[config.mk]
export PLATFORM = sky130hd
export DESIGN_NAME = ili9341_pixel_fifo_flat
export DESIGN_NICKNAME = d
export VERILOG_FILES = /design/src/rtl/ili9341_pixel_fifo_if.sv /design/src/rtl/ili9341_pixel_fifo.sv /design/src/flat_wrapper.sv
export SDC_FILE = /design/constraint.sdc
export NUM_CORES = 1
export LEC_CHECK = 0
export CORE_ASPECT_RATIO = 0.7
export CORE_MARGIN = 3
export CORE_UTILIZATION = 55
export CTS_CLUSTER_SIZE = 10
export DETAILED_ROUTE_END_ITERATION = 6
export PLACE_DENSITY = 0.83
export SLEW_MARGIN = 15
export SYNTH_ARGS = -nofsm -noshare
export SYNTH_HDL_FRONTEND = slang
export SYNTH_SLANG_ARGS = --single-unit
[constraint.sdc]
create_clock -name clk_16MHz -period 6.05 [get_ports clk_16MHz]
set_input_delay 1.815 -clock clk_16MHz [delete_from_list [all_inputs] [get_ports clk_16MHz]]
set_output_delay 1.815 -clock clk_16MHz [all_outputs]
set_load 0.01 [all_outputs]
[src/rtl/ili9341_pixel_fifo_if.sv]
// picosoc iomem bus as seen by the ili9341 pixel FIFO.
// The CPU side is the master and the FIFO register block is the slave.
interface ili9341_pixel_fifo_if;
    logic        valid;
    logic        ready;
    logic [3:0]  wstrb;
    logic [3:0]  addr;
    logic [31:0] wdata;
    logic [31:0] rdata;

    modport master (
        output valid,
        output wstrb,
        output addr,
        output wdata,
        input  ready,
        input  rdata
    );

    modport slave (
        input  valid,
        input  wstrb,
        input  addr,
        input  wdata,
        output ready,
        output rdata
    );
endinterface

[src/rtl/ili9341_pixel_fifo.sv]
// CPU-side pixel queue for the ili9341 driver: buffers RGB565 pixels and cursor resets
// from the iomem bus and replays them with a hold-until-accepted request handshake.
module ili9341_pixel_fifo #(
    parameter int unsigned DEPTH_LOG2   = 4,
    parameter int unsigned FRAME_PIXELS = 76800
) (
    input  logic                       clk_16MHz,
    input  logic                       resetn,
    ili9341_pixel_fifo_if.slave        iomem,
    output logic [15:0]                pix_data,
    output logic                       pix_clk,
    output logic                       reset_cursor,
    input  logic                       lcd_busy
);
    localparam int unsigned DEPTH = 1 << DEPTH_LOG2;
    localparam int unsigned PTR_W = DEPTH_LOG2 + 1;

    localparam logic [PTR_W-1:0] LEVEL_FULL = PTR_W'(DEPTH);
    localparam logic [16:0]      FRAME_MAX  = 17'(FRAME_PIXELS);
    localparam logic [16:0]      CURSOR_ENTRY = 17'h1_0000;

    localparam logic [1:0] REG_DATA   = 2'd0;
    localparam logic [1:0] REG_CURSOR = 2'd1;
    localparam logic [1:0] REG_CTRL   = 2'd2;
    localparam logic [1:0] REG_STATUS = 2'd3;

    localparam logic [1:0] ST_IDLE = 2'd0;
    localparam logic [1:0] ST_REQ  = 2'd1;
    localparam logic [1:0] ST_WAIT = 2'd2;

    // Entry layout: {is_cursor, pixel[15:0]}
    logic [16:0]      mem [DEPTH];
    logic [PTR_W-1:0] wr_ptr_q;
    logic [PTR_W-1:0] rd_ptr_q;
    logic [PTR_W-1:0] level;
    logic             full;
    logic             empty;

    logic [1:0]       state_q;
    logic             req_is_cursor_q;
    logic [16:0]      pix_count_q;
    logic             auto_wrap_q;
    logic             ready_q;
    logic [31:0]      rdata_q;

    logic [1:0]       reg_sel;
    logic             is_write;
    logic             push_req;
    logic             push;
    logic [16:0]      push_entry;
    logic             wrap_due;
    logic             pop;
    logic [16:0]      head;
    logic [31:0]      status;
    logic [31:0]      read_data;
    logic             unused_bits;

    assign unused_bits = ^{iomem.addr[1:0], iomem.wdata[31:16]};

    assign iomem.ready = ready_q;
    assign iomem.rdata = rdata_q;

    assign level = wr_ptr_q - rd_ptr_q;
    assign full  = (level == LEVEL_FULL);
    assign empty = (level == '0);

    assign reg_sel  = iomem.addr[3:2];
    assign is_write = |iomem.wstrb;

    assign push_req = iomem.valid && !ready_q && is_write &&
                      (reg_sel == REG_DATA || reg_sel == REG_CURSOR);
    assign push     = push_req && !full;

    assign push_entry = (reg_sel == REG_CURSOR) ? CURSOR_ENTRY : {1'b0, iomem.wdata[15:0]};

    assign head = mem[rd_ptr_q[DEPTH_LOG2-1:0]];

    // The frame-end cursor reset takes priority over whatever sits at the FIFO head.
    assign wrap_due = auto_wrap_q && (pix_count_q == FRAME_MAX);
    assign pop      = (state_q == ST_IDLE) && !lcd_busy && !wrap_due && !empty;

    always_comb begin
        status              = '0;
        status[31:15]       = pix_count_q;
        status[8 +: PTR_W]  = level;
        status[2]           = lcd_busy;
        status[1]           = full;
        status[0]           = empty;

        read_data = '0;
        case (reg_sel)
            REG_CTRL:   read_data = {31'd0, auto_wrap_q};
            REG_STATUS: read_data = status;
            default:    read_data = '0;
        endcase
    end

    always_ff @(posedge clk_16MHz) begin
        if (push) begin
            mem[wr_ptr_q[DEPTH_LOG2-1:0]] <= push_entry;
        end
    end

    // Bus side: pushes ack on the write edge, everything else one cycle after valid.
    always_ff @(posedge clk_16MHz) begin
        if (!resetn) begin
            ready_q     <= 1'b0;
            rdata_q     <= '0;
            auto_wrap_q <= 1'b0;
            wr_ptr_q    <= '0;
        end else begin
            ready_q <= 1'b0;
            rdata_q <= '0;
            if (iomem.valid && !ready_q) begin
                if (push_req) begin
                    if (!full) begin
                        ready_q  <= 1'b1;
                        wr_ptr_q <= wr_ptr_q + 1'b1;
                    end
                end else begin
                    ready_q <= 1'b1;
                    if (is_write) begin
                        if (reg_sel == REG_CTRL) begin
                            auto_wrap_q <= iomem.wdata[0];
                        end
                    end else begin
                        rdata_q <= read_data;
                    end
                end
            end
        end
    end

    // Stream side: a request is held until the driver raises busy, then we wait for it to drop.
    always_ff @(posedge clk_16MHz) begin
        if (!resetn) begin
            state_q         <= ST_IDLE;
            pix_data        <= '0;
            pix_clk         <= 1'b0;
            reset_cursor    <= 1'b0;
            req_is_cursor_q <= 1'b0;
            pix_count_q     <= '0;
            rd_ptr_q        <= '0;
        end else begin
            case (state_q)
                ST_IDLE: begin
                    if (!lcd_busy) begin
                        if (wrap_due) begin
                            reset_cursor    <= 1'b1;
                            req_is_cursor_q <= 1'b1;
                            state_q         <= ST_REQ;
                        end else if (!empty) begin
                            rd_ptr_q        <= rd_ptr_q + 1'b1;
                            req_is_cursor_q <= head[16];
                            state_q         <= ST_REQ;
                            if (head[16]) begin
                                reset_cursor <= 1'b1;
                            end else begin
                                pix_data <= head[15:0];
                                pix_clk  <= 1'b1;
                            end
                        end
                    end
                end
                ST_REQ: begin
                    if (lcd_busy) begin
                        pix_clk      <= 1'b0;
                        reset_cursor <= 1'b0;
                        state_q      <= ST_WAIT;
                        if (req_is_cursor_q) begin
                            pix_count_q <= '0;
                        end else if (pix_count_q != FRAME_MAX) begin
                            pix_count_q <= pix_count_q + 1'b1;
                        end
                    end
                end
                ST_WAIT: begin
                    if (!lcd_busy) begin
                        state_q <= ST_IDLE;
                    end
                end
                default: begin
                    state_q <= ST_IDLE;
                end
            endcase
        end
    end

    // Pops are only taken from IDLE, so the pop strobe is not otherwise referenced.
    logic unused_pop;
    assign unused_pop = pop;
endmodule

[src/flat_wrapper.sv]
// flat-port wrapper written by rule: the top's interface ports become plain ports
module ili9341_pixel_fifo_flat 
#(
    parameter int unsigned DEPTH_LOG2   = 4,
    parameter int unsigned FRAME_PIXELS = 76800
)
  (clk_16MHz, resetn, pix_data, pix_clk, reset_cursor, lcd_busy, iomem_valid, iomem_wstrb, iomem_addr, iomem_wdata, iomem_ready, iomem_rdata);
  ili9341_pixel_fifo_if iomem_i ();
  input  logic clk_16MHz;
  input  logic resetn;
  output logic [15:0] pix_data;
  output logic pix_clk;
  output logic reset_cursor;
  input  logic lcd_busy;
  input wire logic [$bits(iomem_i.valid)-1:0] iomem_valid;
  input wire logic [$bits(iomem_i.wstrb)-1:0] iomem_wstrb;
  input wire logic [$bits(iomem_i.addr)-1:0] iomem_addr;
  input wire logic [$bits(iomem_i.wdata)-1:0] iomem_wdata;
  output wire logic [$bits(iomem_i.ready)-1:0] iomem_ready;
  output wire logic [$bits(iomem_i.rdata)-1:0] iomem_rdata;
  assign iomem_i.valid = iomem_valid;
  assign iomem_i.wstrb = iomem_wstrb;
  assign iomem_i.addr = iomem_addr;
  assign iomem_i.wdata = iomem_wdata;
  assign iomem_ready = iomem_i.ready;
  assign iomem_rdata = iomem_i.rdata;
  ili9341_pixel_fifo #(.DEPTH_LOG2(DEPTH_LOG2), .FRAME_PIXELS(FRAME_PIXELS)) u_core (.clk_16MHz(clk_16MHz), .resetn(resetn), .iomem(iomem_i), .pix_data(pix_data), .pix_clk(pix_clk), .reset_cursor(reset_cursor), .lcd_busy(lcd_busy));
endmodule
-- After elaboration in Yosys (flattened, before gate mapping)
Memory sizes are Yosys's and may differ from the RTL's. A register that Yosys moved wholly into a read port is not among the register bits.
Cells that the tools add are included.
- output and inout bits: 51
- flip-flop bits (word level): 82
- input port bits: 44
- word-level logic and storage cells: 95
- bits in writable memories: 272
- memories kept: 1
- memory list (name ; words ; bits a word ; rd ports ; clocked after memory_dff ; wr ports ; line ; RTL):
    u_core.mem ; 16 ; 17 ; 1 ; 1 ; 1 ; ili9341_pixel_fifo.sv:32 ; logic [16:0] mem [DEPTH];
- bitwise operators: 8
- equality and inequality tests: 17
- reduce and logical (&&, ||, !) cells: 25
- add/sub/neg operators: 4
- multiplexer cells: 29
- operator list (kind ; number):
    one-hot mux 32 bit (2 select lines) ; 1
    two-way mux 17 bit ; 3
    adder 17 x 1 -> 17 bit (second input constant) ; 1
    == test 17 bit (second input constant) ; 1
    inequality test 17 bit (second input constant) ; 1
    two-way mux 1 bit ; 15
    inequality test 2 bit (second input constant) ; 7
    AND reduction 4 bit ; 3
    adder 5 x 1 -> 5 bit (second input constant) ; 2
    two-way mux 2 bit ; 5
    AND reduction 5 bit ; 2
    AND reduction 3 bit ; 3
    two-way mux 4 bit ; 2
    inverter 1 bit ; 8
    OR reduction 7 bit ; 1
    == test 2 bit (second input constant) ; 3
    one-hot mux 2 bit (3 select lines) ; 1
    AND reduction 6 bit ; 1
    == test 5 bit (second input constant) ; 1
    logical AND 1 bit ; 5
    zero test 5 bit ; 1
    subtractor 5 bit ; 1
    == test 2 x 1 -> 1 bit (second input constant) ; 2
    zero test 2 bit ; 2
    other kinds (8) ; 11

-- Longest topological paths before layout
- depth in word-level cells: 7
- mapped depth: 10
- gate-level depth less buffers: 9

-- Worst setup path after synthesis
No wires, ideal clock.
- path type: input port to flip-flop
- start point: input port iomem_valid
- end point: memory u_core.mem[3][0], enable pin
- path buffers: 0
- setup slack: 2.069 ns
- stages: 4
- required time: 5.638 ns
- data arrival time: 3.568 ns
- cell sequence: nor2b_1 -> and2_1 -> o211ai_1 -> nor3_1
- longest elaborated chain between the ends: 6
- RTL lines (item ; line ; RTL):
    from (decl) ; flat_wrapper.sv:15 ; input wire logic [$bits(iomem_i.valid)-1:0] iomem_valid;
    logical AND 1 bit (3 in a row) ; ili9341_pixel_fifo.sv:70 ; assign push_req = iomem.valid && !ready_q && is_write &&
    logical AND 1 bit ; ili9341_pixel_fifo.sv:72 ; assign push = push_req && !full;
    two-way mux 1 bit ; ili9341_pixel_fifo.sv:99 ; if (push) begin
    two-way mux 1 bit (implied by the code) ; ili9341_pixel_fifo.sv:100 ; mem[wr_ptr_q[DEPTH_LOG2-1:0]] <= push_entry;
    to (decl) ; ili9341_pixel_fifo.sv:32 ;
No other way between the ends.

-- Final worst setup path
- start point: input port iomem_valid
- end point: memory u_core.mem[6][15], enable pin
Same word-level chain as after synthesis.

==> impl_metrics.json <==
{
  "worstPathMaxFanout": 16,
  "p_per_area_nw_per_um2": 373,
  "io_pins": 95,
  "post_cts_buffers": 0,
  "num_vias": 7498,
  "finalSetupViolations": 0,
  "vdd.ir_drop.worst_v": 0.000237,
  "syn_avg_cell_area_um2": 17.0,
  "cp.required_ps": 6270,
  "dominantRegCellSynth": "edfxtp_1",
  "wl_mm": 29.7,
  "relSlewSlack_pct": 17.5,
  "yosys_register_bits": 351,
  "holdBufCountCts": 0,
  "max_cap_viol_count": 0,
  "port-buffer-count": 69,
  "cp-start-kind": "input port",
  "cts_tree": "done",
  "tns_ps": 0,
  "clk_latency_ps": 530,
  "core-area_um2": 24100,
  "clock-sinks": 351,
  "cts_root_buffer": "clkbuf_16",
  "min_from": "u_core.pix_data[2]",
  "max_freq_mhz": 226,
  "final_nets": 948,
  "p_sw_share_pct": 24.9,
  "netlist-cell-type-count": 49,
  "synth-edff-count": 272,
  "min_to": "u_core.pix_data[2]",
  "combinationalPowerShare_pct": 16.1,
  "area_delta_synth_final_pct": 16.4,
  "hold_viol_final": 0,
  "grt_pass1_wl_mm": 45.5,
  "period_needed_ps": 4420,
  "yosysSeqAreaShare_pct": 71.3,
  "fin_util_pct": 66.2,
  "worstPathArrival_ps": 4640,
  "drive_gt1_share_pct": 15.5,
  "dr.pass1.iters": 7,
  "hp-class": "register to register",
  "die-area_um2": 26800,
  "overflow": 0,
  "fill_cells": 1536,
  "antenna_left": 0,
  "grt_max_degree": 69,
  "final_cell_area_um2": 15900,
  "post_cts_resized": 0,
  "htreeDepth": 2,
  "num_rows": 47,
  "final.period_utilization_pct": 73.1,
  "cts_buffers": 41,
  "grtUsageTotal_pct": 22.5,
  "clk_pin_slew_ps": 50,
  "vias_per_cell": 6.04,
  "grt_pass1_vias": 7611,
  "place_ws_ps": 1140,
  "die_w_um": 194,
  "reg2reg_from": "u_core.wr_ptr_q[0]",
  "crit_type": "input port to register",
  "clockBufferDepth": 3,
  "worstSetupEndpointType": "register",
  "status": "completed",
  "place.gp.congestion": 0.820,
  "holdPathStages": 2,
  "r2r_setup_slack_ps": 1870,
  "drc": 0,
  "place_area_um2": 14700,
  "grt_setup_unrepaired": "no",
  "die_h_um": 138,
  "hpwl_mm": 17.0,
  "clockPowerShare_pct": 37.2,
  "drt_iter0_markers": 783,
  "internal_power_mw": 4.46,
  "synth_warnings": 0,
  "synthesis.area_um2": 13700,
  "wl_per_cell_um": 23.9,
  "p_leak_nw": 5.24,
  "r2r_cells": 9,
  "slew_viol_final": 0,
  "worst_pin_slew_ps": 1230,
  "start_util_pct": 56.8,
  "syn_inst": 802,
  "fin_ws_ps": 1630,
  "clock_skew_ps": 16.9,
  "r2r-end": "u_core.mem[6][15]",
  "synthArstFlopShare_pct": 0,
  "power.share.sequential_pct": 46.7,
  "antenna_found_initial": 2,
  "power.switching_mw": 1.48
}
## registers in the layout, indices dropped and copies added (netlist names), 2 cells and up, named ones only
register and cells:
u_core.mem 272, u_core.iomem.rdata 25, u_core.rd_ptr_q 5, u_core.pix_count_q 17, u_core.wr_ptr_q 5, u_core.state_q 2
u_core.pix_data 16
## layout make-up
type	count	area, um^2	share of cell area (%)
multi-input combinational	393	3670	23.1
tap	318	398	2.50
inverter	18	67.6	0.425
timing repair buffer	87	821	5.16
clock buffer	72	1170	7.37
clock inverter	2	23.8	0.149
antenna	1	2.50	0.0157
sequential	351	9750	61.3
## logic make-up (layout without fill, tap and decap cells)
group / count (synthesis) / after routing / share of synthesized area, %
other cells: 1 / 8 / 0.0274
xor+xnor: 24 / 24 / 1.54
mux: 72 / 72 / 11.5
fa+ha+maj: 12 / 12 / 1.15
flops: 351 / 351 / 71.3
simple gates: 179 / 179 / 7.34
compound gates: 99 / 99 / 5.08
buf+inv: 64 / 179 / 2.04
## layout by cell type (no fill, tap or decap), types with 4 or more instances in the layout
cell / Yosys / routed
nand4_1: 5 / 5
xor2_1: 8 / 8
clkbuf_1: 25 / 29
nor2b_1: 11 / 10
nand3_1: 22 / 22
clkbuf_16: 0 / 42
xnor2_1: 16 / 16
mux2i_1: 4 / 4
and3_1: 17 / 17
a21boi_0: 7 / 7
o21ai_0: 39 / 39
ha_1: 11 / 11
inv_1: 18 / 18
or3_1: 7 / 7
conb_1: 1 / 7
a21oi_1: 6 / 6
a22o_1: 34 / 34
nand2b_1: 4 / 4
nor3_1: 19 / 18
mux4_2: 68 / 68
clkdlybuf4s50_1: 0 / 68
nand2_1: 12 / 12
edfxtp_1: 272 / 272
nor2_1: 29 / 28
buf_4: 7 / 18
and2_1: 37 / 37
dfxtp_1: 79 / 77
## metal layers
layer | GRT usage, % | up-vias | wire length, um
li1 | - | 3307 | -
met1 | 31.3 | 3744 | 12400
met2 | 35.5 | 376 | 13700
met3 | 5.68 | 71 | 2610
met4 | 7.65 | 0 | 865
met5 | 0 | - | 0
## critical path: stages
cell	delay (ps)
clkdlybuf4s50_1	450
nor2b_1	220
and2_1	180
a21boi_1	810
and3_1	810
buf_4	340
## through the flow
stage / std cells / hold WS, ps / total power, mW
final: 1242 / 472 / 5.94
after global routing: 1241 / 495 / 6.16
after CTS: 1241 / 478 / 5.98
after detailed placement: 1167 / 467 / 3.77
after global placement: 1167 / 458 / 3.74
after floorplan: 808 / 453 / 3.50
## worst max path at each step
stage | start | cells past startpoint | endpoint
floorplan | iomem_valid | 4 | u_core.mem[3][0]
global route | iomem_valid | 6 | u_core.mem[6][15]
CTS | iomem_valid | 6 | u_core.mem[6][15]
finish | iomem_valid | 6 | u_core.mem[6][15]
global placement | iomem_valid | 6 | u_core.mem[6][16]
detailed placement | iomem_valid | 6 | u_core.mem[6][15]
## cells in the mapped netlist (8+ instances only)
cell type	instances	area [um^2]
a22o_1	34	298
nand3_1	22	110
o21ai_0	39	195
nand2_1	12	45.0
mux4_2	68	1530
ha_1	11	138
xor2_1	8	70.1
clkbuf_1	25	93.8
buf_2	10	50.1
nor2_1	29	109
xnor2_1	16	140
inv_1	18	67.6
and2_1	37	231
nor3_1	19	95.1
nor2b_1	11	68.8
dfxtp_1	79	1580
edfxtp_1	272	8170
and3_1	17	106
## power groups by stage
stage,logic [mW],registers (mW),clock network (mW)
after floorplan,0.717,2.78,0
after global placement,0.923,2.82,0
after detailed placement,0.950,2.82,0
after CTS,0.961,2.78,2.24
after global routing,1.04,2.79,2.34
final,0.959,2.77,2.21
Power figures use the tool's default switching activity.
